<file path="config.mk">
export PLATFORM = sky130hd
export DESIGN_NAME = dc_winner_reporter
export DESIGN_NICKNAME = d
export VERILOG_FILES = /design/src/rtl/dc_winner_reporter.sv
export SDC_FILE = /design/constraint.sdc
export NUM_CORES = 1
export LEC_CHECK = 0
export CAP_MARGIN = 10
export CORE_ASPECT_RATIO = 1.4
export CORE_UTILIZATION = 57
export CTS_CLUSTER_DIAMETER = 100
export DETAILED_ROUTE_END_ITERATION = 7
export MAX_ROUTING_LAYER = met4
export PLACE_DENSITY = 0.86
export SYNTH_ARGS = -nofsm -noshare
export SYNTH_HDL_FRONTEND = slang
export SYNTH_SLANG_ARGS = --single-unit
</file>
<file path="constraint.sdc">
create_clock -name clk -period 2.9 [get_ports clk]
set_input_delay 0.58 -clock clk [delete_from_list [all_inputs] [get_ports clk]]
set_output_delay 0.58 -clock clk [all_outputs]
set_load 0.01 [all_outputs]
</file>
<file path="src/rtl/dc_winner_reporter.sv">
// dc_winner_reporter: validates comparator greatest-flags against operands and
// serialises each flagged winner as an index/value record on a valid/ready stream.
module dc_winner_reporter #(
   parameter int WIDTH = 4
) (
   input  logic             clk,
   input  logic             rst,
   input  logic             in_valid_i,
   output logic             in_ready_o,
   input  logic [WIDTH-1:0] a_i,
   input  logic [WIDTH-1:0] b_i,
   input  logic [WIDTH-1:0] c_i,
   input  logic [WIDTH-1:0] d_i,
   input  logic [3:0]       gt_flags_i,
   output logic             out_valid_o,
   input  logic             out_ready_i,
   output logic [1:0]       out_idx_o,
   output logic [WIDTH-1:0] out_val_o,
   output logic             out_last_o,
   output logic             out_err_o,
   output logic [2:0]       out_cnt_o
);
   typedef enum logic {IDLE, EMIT} state_t;
   state_t                  state_q, state_d;
   logic [3:0][WIDTH-1:0]   ops_q, ops_d, in_ops;
   logic [3:0]              mask_q, mask_d;
   logic                    err_q, err_d;
   logic [2:0]              cnt_q, cnt_d;
   logic [WIDTH-1:0]        mx;
   logic                    bad;
   logic [2:0]              cnt_c;
   logic [1:0]              idx;
   logic                    last;
   logic                    emit;
   assign in_ops = {d_i, c_i, b_i, a_i};
   // Flags are consistent exactly when the flagged set equals the set of maximal operands.
   always_comb begin
      mx = '0;
      for (int i = 0; i < 4; i++) mx = (in_ops[i] > mx) ? in_ops[i] : mx;
      bad   = (gt_flags_i == 4'd0);
      cnt_c = 3'd0;
      for (int i = 0; i < 4; i++) begin
         bad   = bad | (gt_flags_i[i] != (in_ops[i] == mx));
         cnt_c = cnt_c + {2'b00, gt_flags_i[i]};
      end
   end
   assign idx  = mask_q[0] ? 2'd0 : mask_q[1] ? 2'd1 : mask_q[2] ? 2'd2 : mask_q[3] ? 2'd3 : 2'd0;
   assign last = $onehot0(mask_q);
   assign emit = (state_q == EMIT);
   always_comb begin
      state_d = state_q;
      ops_d   = ops_q;
      mask_d  = mask_q;
      err_d   = err_q;
      cnt_d   = cnt_q;
      if (!emit && in_valid_i) begin
         state_d = EMIT;
         ops_d   = in_ops;
         mask_d  = gt_flags_i;
         err_d   = bad;
         cnt_d   = cnt_c;
      end else if (emit && out_ready_i) begin
         mask_d  = mask_q & (mask_q - 4'd1);
         state_d = last ? IDLE : EMIT;
      end
   end
   always_ff @(posedge clk or posedge rst) begin
      if (rst) begin
         state_q <= IDLE;
         ops_q   <= '0;
         mask_q  <= '0;
         err_q   <= 1'b0;
         cnt_q   <= 3'd0;
      end else begin
         state_q <= state_d;
         ops_q   <= ops_d;
         mask_q  <= mask_d;
         err_q   <= err_d;
         cnt_q   <= cnt_d;
      end
   end
   // Outputs are forced to zero outside EMIT so idle and reset look identical downstream.
   assign in_ready_o  = !emit && !rst;
   assign out_valid_o = emit;
   assign out_idx_o   = emit ? idx : 2'd0;
   assign out_val_o   = emit ? ops_q[idx] : '0;
   assign out_last_o  = emit && last;
   assign out_err_o   = emit && err_q;
   assign out_cnt_o   = emit ? cnt_q : 3'd0;
endmodule

</file>
==> impl_metrics.py, run 1 <==
metrics = {
    "global_route": {
        "grtUsageTotal_pct": 42.90,
        "grt_remaining_overflow": 0,
        "grt_max_degree": 26,
        "grt_antenna_before_repair": 0,
        "first_pass_grt_wire_length_mm": 11.43,
        "first_global_vias": 2285,
    },
    "clocking": {
        "worstSkewPairLatency_ns": 0.29,
        "cts_root_buffer_type": "sky130_fd_sc_hd__clkbuf_8",
        "cts_inserted_buffers": 3,
        "max-clock-path-buffers": 2,
        "worst_setup_hold_path_clk_slew_ns": 0.09,
        "htree_levels": 1,
        "cts_num_sinks": 25,
        "tritoncts": "built",
    },
    "layout": {
        "diodes": 0,
        "area_growth_syn_to_layout_pct": 56.49,
        "post-route-cell-area_mm2": 0.003321,
        "mostFrequentLayoutCells": "sky130_fd_sc_hd__buf_4 (54), sky130_fd_sc_hd__dfrtp_1 (25), sky130_fd_sc_hd__clkdlybuf4s50_1 (24), sky130_fd_sc_hd__mux2_2 (19), sky130_fd_sc_hd__inv_1 (14)",
        "fin_cells": 345,
        "layout.core_utilization_pct": 95.64,
        "mostFrequentLayoutCell": "sky130_fd_sc_hd__buf_4",
        "design.final.nets": 349,
        "final_layout_size_suffix_gt1_share_pct": 47.21,
    },
    "synthesis": {
        "synthesis.yosys.warnings": 0,
        "async_reset_ff_share_pct": 100.0,
        "synth_area_per_cell_um2": 9.963,
        "seq_area_frac_synth_pct": 29.48,
        "postSynthRegisterBits": 25,
        "yosys_most_used_dff": "sky130_fd_sc_hd__dfrtp_1",
        "syn-instance-count": 213,
        "mapped_nets": 256,
        "post_synth_instance_area_mm2": 0.002122,
        "yosysUniqueCellTypes": 46,
        "synth_edf_count": 0,
    },
    "setup_path": {
        "crit_type": "in2reg",
        "crit_arrival_ns": 5.26,
        "setup.reg_to_reg.worst_slack_ns": 0.90,
        "worstRegToRegCells": 3,
        "r2r-start": "out_valid_o",
        "timing.critical_path.to_type": "flop",
        "timing.critical_path.required_ns": 3.04,
        "worstSetupStartpointType": "input pin",
        "worstReg2RegEnd": "ops_q[9]",
        "critical_path_fanouts_max": 7,
    },
    "routing": {
        "drt-pass1-iter-count": 5,
        "wire_per_inst_um": 27.53,
        "routed_wl_mm": 9.498,
        "post_drt_via_cell_ratio": 6.965,
        "postRouteAntennaNets": 0,
        "drc_violation_total_after_the_first_tritonroute_iteration": 183,
        "post_route_drc_violation_count": 0,
        "vias": 2403,
    },
    "timing": {
        "final_number_of_hold_violating_endpoints": 0,
        "minimum_setup_slack_in_the_final_design_ns": -2.216,
        "worstMarginPinSlew_ns": 0.7074,
        "fin_worst_skew_ns": 0.009891,
        "maxClockFrequency_mhz": 195.5,
        "setup-violations-final": 1,
        "rsz0062_at_grt": "true",
        "timing.max_slew.rel_slack_pct": 52.84,
        "hold_slack_ns": 0.5310,
        "final.min_clock_period_ns": 5.116,
        "timing.final.max_slew_violations": 0,
        "post-route-period-util_pct": 176.4,
    },
    "outcome": {
        "failed_checks": "negative setup slack",
        "result_of_the_run": "finished, violations left",
    },
    "run": {
        "max_cap_viol": 0,
    },
    "die": {
        "die_area_mm2": 0.003974,
        "placementRows": 25,
        "top_level_ports": 37,
        "fp.dieH_um": 74.20,
        "die_w_um": 53.57,
        "fp.coreArea_mm2": 0.003472,
        "floorplan.initialDensity_pct": 61.12,
    },
    "pwr": {
        "power.ir.vdd_worst_uv": 708.0,
        "leakage_nw": 1.497,
        "power-per-cell-area_mw_per_mm2": 859.1,
    },
    "worst_hold_path": {
        "min_delay_path_depth": 1,
        "worstHoldPathType": "reg2reg",
        "timing.hold.worst.start": "cnt_q[2]",
        "min_to": "cnt_q[2]",
    },
    "placed_design": {
        "place_ws_ns": -2.778,
        "placement.cell_area_mm2": 0.002974,
        "post-dp-hpwl_mm": 4.830,
        "gpl.final_weighted_congestion": 0.9497,
        "numPortBuffers": 36,
        "post-place-cells": 330,
    },
}
==> synth_stat cells, types with 2 or more instances <==
| cell type | count | area, µm² |
|---|---|---|
| sky130_fd_sc_hd__o21ai_4 | 2 | 32.53 |
| sky130_fd_sc_hd__mux2_2 | 20 | 225.2 |
| sky130_fd_sc_hd__nand3_1 | 3 | 15.01 |
| sky130_fd_sc_hd__mux4_2 | 4 | 90.09 |
| sky130_fd_sc_hd__nand4_1 | 4 | 25.02 |
| sky130_fd_sc_hd__inv_1 | 21 | 78.83 |
| sky130_fd_sc_hd__nor3_1 | 2 | 10.01 |
| sky130_fd_sc_hd__nor2_1 | 12 | 45.04 |
| sky130_fd_sc_hd__dfrtp_1 | 25 | 625.6 |
| sky130_fd_sc_hd__o21ai_0 | 3 | 15.01 |
| sky130_fd_sc_hd__a21oi_1 | 13 | 65.06 |
| sky130_fd_sc_hd__fa_1 | 2 | 40.04 |
| sky130_fd_sc_hd__o21ai_1 | 3 | 15.01 |
| sky130_fd_sc_hd__xor2_1 | 3 | 26.28 |
| sky130_fd_sc_hd__mux2i_2 | 2 | 27.53 |
| sky130_fd_sc_hd__nand2_1 | 11 | 41.29 |
| sky130_fd_sc_hd__a221oi_1 | 3 | 26.28 |
| sky130_fd_sc_hd__mux2i_1 | 7 | 70.07 |
| sky130_fd_sc_hd__xnor2_1 | 9 | 78.83 |
| sky130_fd_sc_hd__a211oi_1 | 2 | 15.01 |
| sky130_fd_sc_hd__nor2b_1 | 6 | 37.54 |
| sky130_fd_sc_hd__and2_1 | 11 | 68.82 |
| sky130_fd_sc_hd__a22oi_1 | 2 | 15.01 |
| sky130_fd_sc_hd__clkbuf_1 | 5 | 18.77 |
| sky130_fd_sc_hd__ha_1 | 17 | 212.7 |
==> state kept, by name, indices dropped and copies added, names as in the netlist <==
register     flops
ops_q           16
mask_q           4
out_valid_o      1
err_q            1
cnt_q            3
==> layer usage <==
metal  track usage [%]  wire (µm)
met1             41.66       2919
met2             76.39       4587
met3             7.157        974
met4             26.32       1016
met5                 -          0
==> power breakdown <==
group          internal, mW  total [mW]  switching [mW]
clock                0.0989       0.217           0.118
sequential            0.519       0.718           0.200
combinational          1.01        1.92           0.909
==> critical path, stage by stage <==
cell and delay, ns:
sky130_fd_sc_hd__buf_12 0.09, sky130_fd_sc_hd__inv_12 0.03, sky130_fd_sc_hd__ha_4 0.26, sky130_fd_sc_hd__nor2b_4 0.14
sky130_fd_sc_hd__o21ai_2 0.06, sky130_fd_sc_hd__a32o_2 0.27, sky130_fd_sc_hd__buf_6 0.15, sky130_fd_sc_hd__mux2i_4 0.19
sky130_fd_sc_hd__inv_2 0.09, sky130_fd_sc_hd__ha_1 0.24, sky130_fd_sc_hd__nor2b_4 0.06, sky130_fd_sc_hd__o211a_4 0.24
sky130_fd_sc_hd__o21ai_4 0.21, sky130_fd_sc_hd__mux2i_2 0.28, sky130_fd_sc_hd__ha_1 0.28, sky130_fd_sc_hd__nor2b_1 0.15
sky130_fd_sc_hd__o21ai_2 0.17, sky130_fd_sc_hd__a21oi_4 0.12, sky130_fd_sc_hd__o31ai_1 0.46, sky130_fd_sc_hd__buf_4 0.23
sky130_fd_sc_hd__xor2_1 0.39, sky130_fd_sc_hd__nor4_4 0.12, sky130_fd_sc_hd__xnor2_1 0.27, sky130_fd_sc_hd__a41oi_2 0.15
==> logic make-up after synthesis <==
kind of cell               count (synthesis)  synth area share, %
AOI/OAI and AO/OA                         42                15.21
xor gates and xnor gates                  12                4.953
adders and majority gates                 19                11.91
buffers and inverters                     28                5.012
DFF                                       25                29.48
muxes                                     34                20.17
and+or+nand+nor                           53                13.27
==> through the flow <==
stage | total power, mW | setup TNS (ns)
after global placement | 2.120 | -2.559
after detailed placement | 2.199 | -2.778
after floorplan | 1.557 | -1.843
final | 2.853 | -2.216
after CTS | 2.535 | -1.723
after global routing | 2.966 | -2.608
==> what timing repair did <==
item                       in CTS  in global routing
setup endpoints to repair       1                  5
hold buffers                    0                  0
pin swaps                      21                  7
setup buffers                   8                  3
gates resized for setup        64                 20
==> how the worst max path moves through the flow <==
stage,depth (start not counted),slack (ns),to,startpoint
2_1_floorplan,23,-1.84,err_q,a_i[1]
3_3_place_gp,25,-2.56,err_q,a_i[1]
3_5_place_dp,24,-2.78,err_q,a_i[1]
4_1_cts,25,-1.72,err_q,a_i[3]
5_1_grt,22,-2.61,err_q,a_i[1]
6_report,24,-2.22,err_q,a_i[1]
==> final cells by class <==
class | instances | area (µm²)
Tap cell | 40 | 50.05
Fill cell | 83 | 151.4
Multi-Input combinational cell | 160 | 1642
Clock buffer | 4 | 45.04
Sequential cell | 25 | 625.6
Inverter | 21 | 101.3
Timing Repair Buffer | 95 | 857.1
Power figures use the tool's default switching activity.
==> run 2, diff against run 1 <==
CORE_UTILIZATION = 35   (was 57)
PLACE_DENSITY = 0.58   (was 0.86)
SETUP_SLACK_MARGIN = 0.1   (was unset)
TNS_END_PERCENT = 30   (was unset)
==> run 2 against run 1 <==
  * The run still ends with negative setup slack left
  * Clock skew down 0.0042 ns
  * Via count shrank 19%
  * Largest cell class unchanged
  * Sequential cell count unchanged
  * Sequential share of layout area rose by 0.76 points
==> impl_metrics.py, run 2 (same netlist as run 1, synthesis figures left out) <==
metrics = {
    "outcome": {
        "result_of_the_run": "finished, violations left",
        "failed_checks": "negative setup slack",
    },
    "routing": {
        "drt-pass1-iter-count": 4,
        "post_route_drc_violation_count": 0,
        "post_drt_via_cell_ratio": 5.235,
        "vias": 1937,
        "routed_wl_mm": 5.794,
        "wire_per_inst_um": 15.66,
        "postRouteAntennaNets": 0,
        "drc_violation_total_after_the_first_tritonroute_iteration": 88,
    },
    "clocking": {
        "tritoncts": "built",
        "cts_inserted_buffers": 3,
        "cts_num_sinks": 25,
        "htree_levels": 1,
        "max-clock-path-buffers": 2,
        "worst_setup_hold_path_clk_slew_ns": 0.09,
        "cts.hold.buffers_added": 0,
        "cts_root_buffer_type": "sky130_fd_sc_hd__clkbuf_8",
        "worstSkewPairLatency_ns": 0.27,
    },
    "worst_hold_path": {
        "worstHoldPathType": "reg2reg",
        "min_delay_path_depth": 1,
    },
    "timing": {
        "totalNegativeSetupSlack_ns": -1.822,
        "worstMarginPinSlew_ns": 0.5949,
        "setup-violations-final": 1,
        "hold_slack_ns": 0.5077,
        "final.min_clock_period_ns": 4.722,
        "rsz0062_at_grt": "true",
        "final_number_of_hold_violating_endpoints": 0,
        "timing.final.max_slew_violations": 0,
        "fin_worst_skew_ns": 0.005687,
        "maxClockFrequency_mhz": 211.8,
        "minimum_setup_slack_in_the_final_design_ns": -1.822,
        "post-route-period-util_pct": 162.8,
        "timing.max_slew.rel_slack_pct": 60.34,
    },
    "global_route": {
        "grt_antenna_before_repair": 0,
        "grtUsageTotal_pct": 20.02,
        "first_global_vias": 1951,
        "grt_max_degree": 26,
        "grt_remaining_overflow": 0,
        "first_pass_grt_wire_length_mm": 9.204,
    },
    "pwr": {
        "finalPower_mw": 2.441,
        "leakage_nw": 1.409,
        "power-per-cell-area_mw_per_mm2": 764.8,
        "power.ir.vdd_worst_uv": 335.0,
    },
    "setup_path": {
        "timing.critical_path.required_ns": 3.04,
        "worstSetupStartpointType": "input pin",
        "timing.critical_path.to_type": "flop",
        "worstRegToRegCells": 3,
        "crit_arrival_ns": 4.86,
        "worstReg2RegEnd": "ops_q[0]",
        "worstSetupEndpoint": "err_q",
        "r2r-start": "out_valid_o",
        "cp-startpoint": "a_i[1]",
        "setup.reg_to_reg.worst_slack_ns": 1.33,
        "critical_path_fanouts_max": 7,
        "crit_type": "in2reg",
    },
    "placed_design": {
        "placement.cell_area_mm2": 0.002984,
        "gpl.final_weighted_congestion": 0.8737,
        "post-dp-hpwl_mm": 4.576,
        "numPortBuffers": 36,
        "place_ws_ns": -2.736,
    },
    "die": {
        "placementRows": 33,
        "floorplan.initialDensity_pct": 36.19,
        "die_w_um": 67.81,
        "top_level_ports": 37,
        "fp.coreArea_mm2": 0.005863,
        "fp.dieH_um": 94.13,
        "die_area_mm2": 0.006382,
    },
    "layout": {
        "post-route-cell-area_mm2": 0.003192,
        "area_growth_syn_to_layout_pct": 50.41,
        "final_layout_size_suffix_gt1_share_pct": 44.33,
        "mostFrequentLayoutCell": "sky130_fd_sc_hd__buf_4",
        "biggestRegsByFlops": "ops_q (16), mask_q (4), cnt_q (3)",
        "largest-register": "ops_q",
        "mostFrequentLayoutCells": "sky130_fd_sc_hd__buf_4 (48), sky130_fd_sc_hd__dfrtp_1 (25), sky130_fd_sc_hd__clkdlybuf4s50_1 (24), sky130_fd_sc_hd__mux2_2 (19), sky130_fd_sc_hd__inv_1 (16)",
        "number_of_inserted_filler_cells_in_the_final_layout": 551,
        "largest_register_ff_count": 16,
        "diodes": 0,
        "design.final.nets": 344,
    },
    "run": {
        "max_cap_viol": 0,
    },
}
run 2: cell types whose count changed in the layout (fill, tap and decap cells not counted), moves of 4 or more:
cell	before	now
sky130_fd_sc_hd__buf_2	1	6
sky130_fd_sc_hd__dlymetal6s2s_1	4	0
sky130_fd_sc_hd__dlygate4sd2_1	0	6
sky130_fd_sc_hd__buf_4	54	48
run 2: how the worst min path moves through the flow:
stage | from | to | slack (ns)
CTS | ops_q[13] | ops_q[13] | 0.52
finish | ops_q[13] | ops_q[13] | 0.51
floorplan | cnt_q[0] | cnt_q[0] | 0.47
global route | ops_q[13] | ops_q[13] | 0.53
global placement | ops_q[14] | ops_q[14] | 0.49
detailed placement | ops_q[13] | ops_q[13] | 0.49
run 2: final cells by class:
cell class,count,area (µm²),area share [%]
well taps,70,87.58,2.744
repair buffers,90,750.7,23.52
flip-flops and latches,25,625.6,19.60
clock buffers,3,41.29,1.294
multi-input cells,160,1578,49.43
clock inverters,1,7.507,0.2352
inverters,21,101.3,3.175
run 2: metal layers:
| metal | up-vias | routed length, µm | track usage (%) | share of wire (%) |
|---|---|---|---|---|
| li1 | 933 | - | - | - |
| met1 | 922 | 2184 | 21.43 | 38 |
| met2 | 63 | 3125 | 35.56 | 54 |
| met3 | 19 | 217 | 2.063 | 3.7 |
| met4 | 0 | 265 | 9.722 | 4.6 |
| met5 | - | 0 | - | 0 |
run 2: where the power goes:
| group | internal (mW) | switching (mW) | leakage, nW |
|---|---|---|---|
| clock | 0.0975 | 0.115 | 0.0217 |
| sequential | 0.518 | 0.135 | 0.297 |
| combinational | 0.917 | 0.660 | 1.09 |
| total | 1.53 | 0.909 | 1.41 |
run 2: metrics by stage:
stage / instances / util (%)
final: 370 / 54.44
after global routing: 370 / 54.44
after CTS: 369 / 52.90
after detailed placement: 356 / 50.90
after global placement: 356 / 50.90
after floorplan: 213 / -
run 2: worst max-delay path, cell delays in order:
cell and delay, ns:
sky130_fd_sc_hd__buf_6 0.07, sky130_fd_sc_hd__buf_6 0.11, sky130_fd_sc_hd__inv_12 0.04, sky130_fd_sc_hd__ha_4 0.25, sky130_fd_sc_hd__nor2b_4 0.14, sky130_fd_sc_hd__o21ai_2 0.05
sky130_fd_sc_hd__a32o_2 0.24, sky130_fd_sc_hd__mux2_4 0.32, sky130_fd_sc_hd__inv_4 0.06, sky130_fd_sc_hd__ha_4 0.19, sky130_fd_sc_hd__nor2b_4 0.12, sky130_fd_sc_hd__o211a_4 0.23
sky130_fd_sc_hd__o21ai_4 0.21, sky130_fd_sc_hd__mux2i_2 0.27, sky130_fd_sc_hd__ha_1 0.28, sky130_fd_sc_hd__nor2b_4 0.13, sky130_fd_sc_hd__o21ai_2 0.12, sky130_fd_sc_hd__a21oi_2 0.07
sky130_fd_sc_hd__buf_6 0.13, sky130_fd_sc_hd__buf_6 0.12, sky130_fd_sc_hd__buf_4 0.12, sky130_fd_sc_hd__a221oi_2 0.25, sky130_fd_sc_hd__a21oi_1 0.09, sky130_fd_sc_hd__nor4_2 0.26
sky130_fd_sc_hd__nand2_1 0.12, sky130_fd_sc_hd__a21oi_2 0.16, sky130_fd_sc_hd__a41oi_2 0.12
run 2: what timing repair did:
action                     4_1_cts  5_1_grt
cloned                           1        0
setup endpoints to repair        5        1
pin swaps                       17       15
resized for setup               39       16
buffers inserted                 8        2
==> run 3, diff against run 2 <==
SLEW_MARGIN = 25   (was unset)
==> results of run 3 <==
No change in the layout: final DEF, timing and power equal those of run 2.
